### config.mk
export PLATFORM = sky130hd
export DESIGN_NAME = mem_bus_master
export DESIGN_NICKNAME = d
export VERILOG_FILES = /design/src/rtl/mem_bus_master.sv
export SDC_FILE = /design/constraint.sdc
export NUM_CORES = 1
export LEC_CHECK = 0
export ABC_AREA = 1
export ABC_CLOCK_PERIOD_IN_PS = 4800
export BUFFER_PORTS_ARGS = -buffer_cell sky130_fd_sc_hd__buf_2
export CORE_UTILIZATION = 45
export CTS_CLUSTER_SIZE = 8
export DETAILED_ROUTE_END_ITERATION = 12
export GPL_TIMING_DRIVEN = 1
export PLACE_DENSITY_LB_ADDON = 0.2
export SLEW_MARGIN = 0
export SYNTH_ARGS = -nofsm -noshare
export SYNTH_HDL_FRONTEND = slang
export SYNTH_SLANG_ARGS = --single-unit
### constraint.sdc
create_clock -name clk -period 4.8 [get_ports clk]
set_input_delay 0.24 -clock clk [delete_from_list [all_inputs] [get_ports clk]]
set_output_delay 0.24 -clock clk [all_outputs]
set_load 0.01 [all_outputs]
### src/rtl/mem_bus_master.sv
// mem_bus_master: arbitrates an instruction and a data port onto one
// word-addressed memory bus with registered strobes and lane steering.
module mem_bus_master #(
   parameter bit ROUND_ROBIN = 1'b1
) (
   input  logic        clk,
   input  logic        reset,
   input  logic        i_req,
   input  logic [31:0] i_addr,
   output logic        i_ack,
   output logic [31:0] i_rdata,
   input  logic        d_req,
   input  logic        d_write,
   input  logic [31:0] d_addr,
   input  logic [1:0]  d_size,
   input  logic        d_signed,
   input  logic [31:0] d_wdata,
   output logic        d_ack,
   output logic [31:0] d_rdata,
   output logic        d_err,
   output logic [31:0] address,
   output logic        read,
   output logic        write,
   output logic [3:0]  byteenable,
   output logic [31:0] writedata,
   input  logic        waitrequest,
   input  logic [31:0] readdata
);

   typedef enum logic [1:0] {
      IDLE,
      ACCESS,
      GAP,
      ERR
   } state_t;

   state_t      state, state_nxt;
   logic        last_d, last_d_nxt;
   logic        sel_d, sel_d_nxt;
   logic [1:0]  lo_q, lo_nxt;
   logic [1:0]  size_q, size_nxt;
   logic        sgn_q, sgn_nxt;
   logic        read_nxt, write_nxt;
   logic [31:0] address_nxt;
   logic [3:0]  be_nxt;
   logic [31:0] writedata_nxt;
   logic        i_ack_nxt, d_ack_nxt, d_err_nxt;
   logic [31:0] i_rdata_nxt, d_rdata_nxt;

   logic        gnt_d, gnt_i;
   logic        misalign;
   logic [3:0]  d_be;
   logic [31:0] d_wd;
   logic [31:0] lane;
   logic [31:0] ld_ext;
   logic        unused_addr;

   // fetches are word-granular, the low address bits carry no meaning
   assign unused_addr = ^i_addr[1:0];

   assign gnt_d = d_req && (!i_req || !ROUND_ROBIN || !last_d);
   assign gnt_i = i_req && !gnt_d;

   always_comb begin
      d_be     = 4'b1111;
      d_wd     = d_wdata;
      misalign = |d_addr[1:0];
      unique case (1'b1)
         d_size == 2'b00: begin
            d_be     = 4'b0001 << d_addr[1:0];
            d_wd     = {4{d_wdata[7:0]}};
            misalign = 1'b0;
         end
         d_size == 2'b01: begin
            d_be     = d_addr[1] ? 4'b1100 : 4'b0011;
            d_wd     = {2{d_wdata[15:0]}};
            misalign = d_addr[0];
         end
         default: ;
      endcase
   end

   always_comb begin
      lane   = readdata >> {lo_q, 3'b000};
      ld_ext = lane;
      unique case (1'b1)
         size_q == 2'b00:
            ld_ext = {{24{sgn_q & lane[7]}}, lane[7:0]};
         size_q == 2'b01:
            ld_ext = {{16{sgn_q & lane[15]}}, lane[15:0]};
         default: ;
      endcase
   end

   always_comb begin
      state_nxt     = state;
      last_d_nxt    = last_d;
      sel_d_nxt     = sel_d;
      lo_nxt        = lo_q;
      size_nxt      = size_q;
      sgn_nxt       = sgn_q;
      read_nxt      = read;
      write_nxt     = write;
      address_nxt   = address;
      be_nxt        = byteenable;
      writedata_nxt = writedata;
      i_ack_nxt     = 1'b0;
      d_ack_nxt     = 1'b0;
      d_err_nxt     = 1'b0;
      i_rdata_nxt   = i_rdata;
      d_rdata_nxt   = d_rdata;
      unique case (state)
         IDLE: begin
            if (gnt_d) begin
               last_d_nxt = 1'b1;
               sel_d_nxt  = 1'b1;
               lo_nxt     = d_addr[1:0];
               size_nxt   = d_size;
               sgn_nxt    = d_signed;
               if (misalign) begin
                  state_nxt = ERR;
                  d_ack_nxt = 1'b1;
                  d_err_nxt = 1'b1;
               end else begin
                  state_nxt     = ACCESS;
                  read_nxt      = !d_write;
                  write_nxt     = d_write;
                  address_nxt   = {d_addr[31:2], 2'b00};
                  be_nxt        = d_be;
                  writedata_nxt = d_wd;
               end
            end else if (gnt_i) begin
               last_d_nxt    = 1'b0;
               sel_d_nxt     = 1'b0;
               state_nxt     = ACCESS;
               read_nxt      = 1'b1;
               write_nxt     = 1'b0;
               address_nxt   = {i_addr[31:2], 2'b00};
               be_nxt        = 4'b1111;
               writedata_nxt = 32'h0;
            end
         end
         ACCESS: begin
            if (!waitrequest) begin
               state_nxt = GAP;
               read_nxt  = 1'b0;
               write_nxt = 1'b0;
               if (sel_d) begin
                  d_ack_nxt = 1'b1;
                  if (read) d_rdata_nxt = ld_ext;
               end else begin
                  i_ack_nxt   = 1'b1;
                  i_rdata_nxt = readdata;
               end
            end
         end
         GAP:     state_nxt = IDLE;
         ERR:     state_nxt = IDLE;
         default: state_nxt = IDLE;
      endcase
   end

   always_ff @(posedge clk or posedge reset) begin
      if (reset) begin
         state      <= IDLE;
         last_d     <= 1'b0;
         sel_d      <= 1'b0;
         lo_q       <= 2'b00;
         size_q     <= 2'b00;
         sgn_q      <= 1'b0;
         read       <= 1'b0;
         write      <= 1'b0;
         address    <= 32'h0;
         byteenable <= 4'h0;
         writedata  <= 32'h0;
         i_ack      <= 1'b0;
         d_ack      <= 1'b0;
         d_err      <= 1'b0;
         i_rdata    <= 32'h0;
         d_rdata    <= 32'h0;
      end else begin
         state      <= state_nxt;
         last_d     <= last_d_nxt;
         sel_d      <= sel_d_nxt;
         lo_q       <= lo_nxt;
         size_q     <= size_nxt;
         sgn_q      <= sgn_nxt;
         read       <= read_nxt;
         write      <= write_nxt;
         address    <= address_nxt;
         byteenable <= be_nxt;
         writedata  <= writedata_nxt;
         i_ack      <= i_ack_nxt;
         d_ack      <= d_ack_nxt;
         d_err      <= d_err_nxt;
         i_rdata    <= i_rdata_nxt;
         d_rdata    <= d_rdata_nxt;
      end
   end

endmodule

==> results.json <==
{
  "gr-usage-all-layers_pct": 25.65,
  "hold_class": "in2async",
  "rsz0062_at_grt": "false",
  "power_frac_seq_pct": 35.7,
  "final.min_clock_period_ps": 2609,
  "cp_max_fo": 54,
  "cts_tree": "done",
  "cts_hold_buf": 0,
  "cap_violations": 0,
  "cts_sinks": 143,
  "async_flop_share_pct": 100.0,
  "p_sw_share_pct": 39.14,
  "synth_top_area_cell": "dfrtp_1",
  "path_delay_family": "simple AND/OR/NAND/NOR gates",
  "ios": 274,
  "p_sw_w": 0.002251,
  "grt_max_degree": 109,
  "core_mm2": 0.01520,
  "crit_path_start": "sel_d",
  "grt.busiest_layer": "met2",
  "numCtsBuffers": 17,
  "hold_violations": 0,
  "fin_util_pct": 59.33,
  "status": "complete, no violations",
  "drive_gt1_share_pct": 28.69,
  "ys_ff_latch": 143,
  "synth_top_cells_by_area": "dfrtp_1, nand2_1, o21ai_0",
  "fmax_mhz": 383.3,
  "area_delta_synth_final_pct": 28.41,
  "ys_seq_area_share_pct": 50.94,
  "vias_per_cell": 4.890,
  "wl_per_cell_um": 14.26,
  "die_x_um": 126.9,
  "ys_types": 24,
  "clk_latency_ps": 420,
  "postPlaceCellArea_mm2": 0.008378,
  "cts_root_buffer": "clkbuf_16",
  "synth_cells": 943,
  "placementRows": 45,
  "fin_area_mm2": 0.009020,
  "min_period_over_period_pct": 54.36,
  "postRouteAntennaNets": 0,
  "yosysWarnings": 0,
  "p_int_w": 0.003500,
  "cp-end-kind": "register",
  "stdcell_count": 1388,
  "ctsResizeCount": 0,
  "syn_area_per_cell_um2": 7.449,
  "tns_ps": 0,
  "dieArea_mm2": 0.01611,
  "grt_overflow": 0,
  "synth_ff_type": "dfrtp_1",
  "drt_iter0_markers": 389,
  "synth_most_common_cell": "nand2_1",
  "power_w": 0.005750,
  "maxSlewHeadroom_pct": 32.57,
  "firstDrtPassIters": 5,
  "total_leakage_power_nw": 5.241,
  "p_comb_share_pct": 39.5,
  "fin_skew_ps": 6.690,
  "met1_usage_pct": 31.48,
  "grt_util_met2_pct": 42.21,
  "dp_hpwl_mm": 14.19,
  "start_util_pct": 46.21,
  "start_kind": "register",
  "antenna_found_initial": 1,
  "dieHeight_um": 126.9,
  "clockPowerShare_pct": 24.9,
  "fin_nets": 1323,
  "path_clk_slew_ps": 60,
  "clk_path_buf_depth": 2,
  "worstPathCellList": "nand2_1 > nand2_2 > nor2_2 > nand2_1 > nand2_2 > buf_4 > o21ai_0",
  "power_density_mw_per_mm2": 637.5,
  "postCtsSetupBuffers": 0,
  "finalSetupViolCount": 0,
  "vias": 6788,
  "met3_usage_pct": 8.182,
  "timing.rr.start": "sel_d",
  "gp_congestion": 0.8187,
  "synth_top_cell_area_share_pct": 50.94,
  "cp_data_arrival_time_ps": 2890,
  "path_buf_inv": 1,
  "critical_path_required_ps": 5080,
  "worst_pin_slew_ps": 1011,
  "wirelength_mm": 19.79,
  "htreeDepth": 4,
  "crit_type": "reg2reg",
  "cpMaxStageDelayCell": "buf_4",
  "dpl.cell_count": 1355,
  "drcViolationCount": 0,
  "placement.io_buffers": 269,
  "grt_pass1_wl_mm": 32.09,
  "grt_pass1_vias": 6308,
  "syn_area_mm2": 0.007024,
  "ir_drop_mv": 0.3444,
  "synth_commonest_cells": "nand2_1, dfrtp_1, o21ai_0",
  "synth_edf_count": 0,
  "drv_slew": 0,
  "critPathMaxStageDelay_ps": 570
}
==> routing by layer <==
| layer | vias to the layer above | part of all wire [%] |
|---|---|---|
| li1 | 3403 | - |
| met1 | 3087 | 41 |
| met2 | 259 | 48 |
| met3 | 37 | 7.8 |
| met4 | 2 | 2.5 |
| met5 | - | 0.051 |
==> placed cells by master, fill, tap and decap left out, drive strengths merged <==
| master | synthesis | final |
|---|---|---|
| conb | 1 | 2 |
| clkinvlp | 0 | 3 |
| bufinv | 0 | 4 |
| nor2 | 51 | 51 |
| nand3 | 29 | 29 |
| nand2 | 427 | 427 |
| clkinv | 1 | 4 |
| dfrtp | 143 | 143 |
| a21oi | 10 | 10 |
| clkbuf | 9 | 20 |
| inv | 79 | 81 |
| diode | 0 | 1 |
| o21a | 1 | 1 |
| or2 | 23 | 23 |
| o21ai | 103 | 103 |
| nor3 | 1 | 1 |
| o211ai | 23 | 23 |
| buf | 42 | 274 |
==> cell families (layout without fill, tap and decap cells) <==
family                 after synthesis  in the layout  share of synthesized area (%)
AOI/OAI and AO/OA                  137            137                          10.67
buffers and inverters              131            386                          8.247
DFF                                143            143                          50.94
other                                1              3                        0.05339
and+or+nand+nor                    531            531                          30.09
==> power by group through the flow <==
stage	Clock (W)	Sequential (W)	Combinational, W
finish	0.00143	0.00205	0.00227
global route	0.00150	0.00212	0.00258
CTS	0.00145	0.00205	0.00230
detailed placement	0	0.00205	0.00230
global placement	0	0.00205	0.00225
floorplan	0	0.00227	0.00122
==> layout make-up <==
cell class,count,area (um2)
Sequential cell,143,3578
Tap cell,188,235.2
Antenna cell,1,2.502
Clock buffer,20,456.7
Inverter,80,305.3
Timing Repair Buffer,274,1384
Clock inverter,12,182.7
Fill cell,1526,6182
Multi-Input combinational cell,670,2875
==> final timing paths <==
kind,slack (ps),to,depth (start not counted)
worst max-delay path,2190,writedata[26],7
worst min-delay path,50,i_rdata[11],2
worst max register to register,2190,writedata[26],7
worst min register to register,480,byteenable[0],2
max in group asynchronous,3670,writedata[7],3
min in group clk,60,d_ack,2
==> flip-flops by register name, summed over array words and instances, names as in the netlist <==
register,flops
d_rdata,32
i_rdata,32
writedata,32
address,30
byteenable,4
lo_q,2
size_q,2
state,2
d_ack,1
d_err,1
i_ack,1
read,1
sel_d,1
sgn_q,1
write,1
==> stage by stage <==
stage | setup slack [ps] | hold slack [ps]
3_3_place_gp | 2216 | 450.1
4_1_cts | 2132 | 32.88
2_1_floorplan | 722.1 | 348.5
6_report | 2191 | 49.16
5_1_grt | 1877 | 50.50
3_5_place_dp | 2145 | 459.2
Power figures use the tool's default switching activity.
